**src/rtl/mips_register_file.sv**
```systemverilog
`default_nettype none
// ============================================================================
// mips_register_file -- 32 x 32 GPR file, two combinational read ports, one
// write port, r0 hard-wired to zero, optional write-to-read bypass.
// Revision: 1.0
// ============================================================================
module mips_register_file #(
  parameter int unsigned DATA_WIDTH = 32,
  parameter int unsigned ADDR_WIDTH = 5,
  parameter bit          BYPASS     = 1'b1
) (
  input  logic                  clk,
  input  logic                  reset,
  input  logic [ADDR_WIDTH-1:0] rs_addr,
  input  logic [ADDR_WIDTH-1:0] rt_addr,
  output logic [DATA_WIDTH-1:0] rs_data,
  output logic [DATA_WIDTH-1:0] rt_data,
  input  logic                  we,
  input  logic [ADDR_WIDTH-1:0] rd_addr,
  input  logic [DATA_WIDTH-1:0] rd_data
);

  localparam int unsigned C_DEPTH = 1 << ADDR_WIDTH;

  logic [DATA_WIDTH-1:0] r_regs [C_DEPTH];

  always_ff @(posedge clk) begin
    if (reset) begin
      for (int i = 0; i < C_DEPTH; i++) begin
        r_regs[i] <= '0;
      end
    end else if (we && (rd_addr != '0)) begin
      r_regs[rd_addr] <= rd_data;
    end
  end

  // Priority: reset, then r0, then bypass of the in-flight write, then array.
  function automatic logic [DATA_WIDTH-1:0] read_port(input logic [ADDR_WIDTH-1:0] addr);
    logic [DATA_WIDTH-1:0] v;
    v = r_regs[addr];
    if (reset || (addr == '0)) begin
      v = '0;
    end else if (BYPASS && we && (rd_addr == addr)) begin
      v = rd_data;
    end
    return v;
  endfunction

  always_comb begin
    rs_data = read_port(rs_addr);
    rt_data = read_port(rt_addr);
  end

endmodule
`default_nettype wire

```
**config.mk**
```make
export PLATFORM = sky130hd
export DESIGN_NAME = mips_register_file
export DESIGN_NICKNAME = d
export VERILOG_FILES = /design/src/rtl/mips_register_file.sv
export SDC_FILE = /design/constraint.sdc
export NUM_CORES = 2
export LEC_CHECK = 0
export BUFFER_PORTS_ARGS = -buffer_cell sky130_fd_sc_hd__buf_2
export CORE_ASPECT_RATIO = 1.5
export CORE_UTILIZATION = 35
export CTS_BUF_LIST = sky130_fd_sc_hd__clkbuf_8
export DETAILED_ROUTE_END_ITERATION = 7
export PLACE_DENSITY = 0.61
export SLEW_MARGIN = 30
export SYNTH_ARGS = -nofsm -noshare
export SYNTH_HDL_FRONTEND = slang
export SYNTH_SLANG_ARGS = --single-unit
```
**constraint.sdc**
```tcl
create_clock -name clk -period 11.2 [get_ports clk]
set_input_delay 0 -clock clk [delete_from_list [all_inputs] [get_ports clk]]
set_output_delay 0 -clock clk [all_outputs]
set_load 0.05 [all_outputs]
```
# --- Yosys cells after proc, flatten, opt, wreduce, memory -nomap -nowiden ---
# Memories as Yosys holds them, arrays and structs flattened.
# Index checks and enable logic that the tools add are counted.
totals:
  regBits: 0
  latch_bits: 0
  ram_bits: 1024
  rom_bits: 0
  inputBits: 50
  output_inout_bits: 64
  wordCells: 24
  mem_count: 1
memory_table:
  columns: ["memory", "depth", "width", "rd", "rd_clocked_by_memory_dff", "write_ports", "line_no", "text"]
  rows:
  - ["r_regs", 32, 32, 2, 0, 32, "25", "logic [DATA_WIDTH-1:0] r_regs [C_DEPTH];"]
classes:
  add_sub_neg: 0
  multipliers: 0
  div: 0
  magnitude_cmp: 0
  n_eq_ne: 2
  n_shift: 0
  n_mux: 12
  n_bitwise: 0
  n_reduce_logical: 9
op_table:
  columns: ["cell", "n"]
  rows:
  - ["32-bit 2-to-1 mux", 5]
  - ["32-bit OR reduction", 1]
  - ["5-bit equality test", 2]
  - ["5-bit logical NOT", 2]
  - ["1-bit 2-to-1 mux", 6]
  - ["5-bit 2-to-1 mux", 1]
  - ["5-bit nonzero test", 1]
  - ["1-bit logical AND", 3]
  - ["1-bit logical OR", 2]

# --- Logic depth before layout (Yosys ltp) ---
logic_depth:
  word_depth: 7
  mapped_depth: 9
  depth_no_buf: 5

# --- Least setup slack after synthesis ---
# Ideal clock, no wire load.
synth_path:
  path_kind: "in2reg"
  startpoint: "input rd_addr[3]"
  endpoint: "memory r_regs[5][0] (enable)"
  setup_ps: 466
  arrival_ps: 3088
  required_ps: 10734
  slack_ps: 7646
  stages: 4
  n_path_buf: 2
  path_cell_list: "buf_2 or3b_2 clkbuf_1 o21ai_0"
synth_lines:
  columns: ["element", "line_no", "text"]
  rows:
  - ["from (decl)", "19", "input logic [ADDR_WIDTH-1:0] rd_addr,"]
  - ["to (decl)", "25", null]

# --- Final worst setup path ---
layout_path:
  startpoint: "input rt_addr[0]"
  endpoint: "output rt_data[5]"
layout_between:
  elab_chain_len: 4
  elab_cells_between_ends: 7
  classes_between: "eq/ne (1); mux (2); reduce/logical (3); memory (1)"
layout_lines:
  columns: ["element", "line_no", "text"]
  rows:
  - ["from (decl)", "15", "input logic [ADDR_WIDTH-1:0] rt_addr,"]
  - ["parallel branches: the longest is 3 deep, another holds memory 32 x 32 bit", null, null]
  - ["32-bit 2-to-1 mux (*)", "41", "if (reset || (addr == '0)) begin"]
  - ["to (decl)", "17", "output logic [DATA_WIDTH-1:0] rt_data,"]
# Every way passes the cells marked *.

==> impl_metrics.yaml <==
synthesis:
  synth_edf_count: 1024
  seq_area_frac_synth: 0.5582
  synth_cell_types: 49
  yosysMostFrequentCell: "edfxtp_1"
  ys_top_cells_by_area: "edfxtp_1, mux4_2, and2_1"
  postSynth.asyncResetShare: 0
  synth_top_area_cell: "edfxtp_1"
  synth_top_area_frac: 0.5582
  synth-seq-cells: 1024
  yosysWarnings: 0
  syn-cell-area_um2: 55090
  ys_top_cells_by_count: "edfxtp_1, and2_1, mux4_2"
  synth_top_flop_cell: "edfxtp_1"
  synth_area_per_cell_um2: 14.26
  postSynthCellCount: 3863
routing:
  ant_nets: 0
  dr.pass1.iters: 6
  vias: 37070
  wirelength_um: 206700
  viasPerCell: 6.095
  first_iter_violations: 4956
  drc_errors: 0
  wl_per_cell_um: 33.99
floorplan:
  ios: 114
  core_area_um2: 156600
  fp.dieArea_um2: 159000
  die_w_um: 325.9
  initial_core_util: 0.3519
  die_h_um: 487.9
  rows: 178
timing:
  setup_slack_ns: 7.304
  finalCritPeriodShare: 0.3478
  drv_slew: 0
  slew-limit-headroom: 0.2560
  fin_crit_ns: 3.896
  tightest_slew_ns: 1.116
  grt_setup_unrepaired: "no"
  hold_viol_final: 0
  setup_tns_ns: 0
  timing.fmax_mhz: 256.7
  setup_violations: 0
setup_path:
  cpPeakStageDelay_ns: 0.82
  crit_chain: "buf_8, buf_4, buf_4, mux4_2, nand2_1, nand3_1, a32o_1, a21o_1, buf_2"
  crit_family: "buffers and inverters"
  worstPathArrival_ns: 3.90
  endpoint_kind: "output port"
  start_kind: "input pin"
  critPathMaxFanout: 71
  crit_type: "in -> out"
  cp.required_ns: 11.20
  critPathBufInv: 4
  crit_path_frequent_cell: "buf_4"
  worst_path_max_delay_cell: "buf_4"
clock_network:
  cts_tree: "built"
  clock_path_buffers: 3
  clkSlewWorstSetupHoldPaths_ns: 0.07
  cts_root_buf: "clkbuf_8"
  h-tree-depth: 4
  cts.sinks: 1024
  numCtsBuffers: 154
placement:
  dp.final_hpwl_um: 119800
  gp_congestion: 0.8576
  port_buffers: 113
  dpl_cell_area_um2: 58280
  pre_cts_ws_ns: 7.093
run:
  maxCapViolCount: 0
finish:
  reg.largest.list: "r_regs x1024"
  fill_cells: 14400
  multi_input_area_um2: 23230
  largest_register_ffs: 1024
  drive_above_1_share: 0.2221
  regArea_um2: 30750
  area_delta_synth_final_pct: 11.65
  largest-register: "r_regs"
  fin_nets: 3943
  fin_area_um2: 61510
global_route:
  grt_pass1_vias: 37410
  grt_use_total: 0.2569
  grt_pass1_wl_um: 284700
  grt-ovfl-total: 0
  grt_max_degree: 110
  antenna_found_initial: 22
power_and_ir_drop:
  max-vdd-ir-drop_uv: 124.5
  leakage_uw: 0.02164
  power_density_nw_per_um2: 142.6
hold_path:
  min_path_type: "in -> reg"
status:
  outcome: "completed"
==> metal layers <==
layer / up-vias / global-route usage / share of wire
li1: 14840 / - / -
met1: 18990 / 0.3013 / 0.35
met2: 2506 / 0.4290 / 0.49
met5: - / 0 / 0.00033
met3: 725 / 0.05421 / 0.096
met4: 10 / 0.1606 / 0.071
==> worst paths after layout <==
path,startpoint,endpoint,cells after the start,slack (ns)
min,we,r_regs[22][31],5,0.11
max,rt_addr[0],rt_data[5],9,7.30
==> cells by family after synthesis <==
logic type | Yosys count | synth area share
mux | 669 | 0.2092
other cells | 1 | 0.00006807
xor+xnor | 10 | 0.001590
simple gates | 1283 | 0.1350
buf+inv | 425 | 0.03443
compound gates | 451 | 0.06153
flops | 1024 | 0.5582
==> through the flow <==
| stage | std cells | power (µW) | hold slack [ns] | util |
|---|---|---|---|---|
| final | 6083 | 8774 | 0.1076 | 0.3929 |
| after global routing | 6079 | 8991 | 0.09334 | 0.3928 |
| after CTS | 6077 | 8775 | 0.02003 | 0.3926 |
| after detailed placement | 5771 | 5816 | 0.6288 | 0.3723 |
| after global placement | 5760 | 5788 | 0.6240 | 0.3705 |
| after floorplan | 3894 | 5361 | 0.1982 | - |
==> cell usage in the layout, fill, tap and decap left out, types with 32 or more instances in the layout <==
cell,n
mux4_2,386
o221ai_1,32
edfxtp_1,1024
clkinv_1,37
a21oi_1,33
nor2_4,36
a32o_1,62
conb_1,32
a221oi_1,63
inv_1,41
mux2i_1,283
nand3_1,34
nand2_1,192
buf_2,105
a211oi_1,32
and2_1,993
clkbuf_8,159
a22oi_1,95
buf_4,102
dlygate4sd3_1,35
==> area by class of cell <==
class	instances	area share
Sequential cell	1024	0.4999
Multi-Input combinational cell	2445	0.3776
Tap cell	2070	0.04211
Clock buffer	159	0.03558
Timing Repair Buffer	264	0.03395
Clock inverter	112	0.01039
Inverter	4	0.0002644
Antenna cell	5	0.0002034
==> power by group <==
part	total (µW)	switching [µW]	internal [µW]
Clock	3010	1560	1450
Combinational	1230	782	444
Sequential	4540	110	4430
==> repair_timing <==
item                      in CTS  in global routing
buffers inserted               0                  0
hold buffers                  35                  0
resized for setup              0                  0
hold endpoints to repair    1041                  0
No activity file was read; power rests on OpenSTA's default activity.
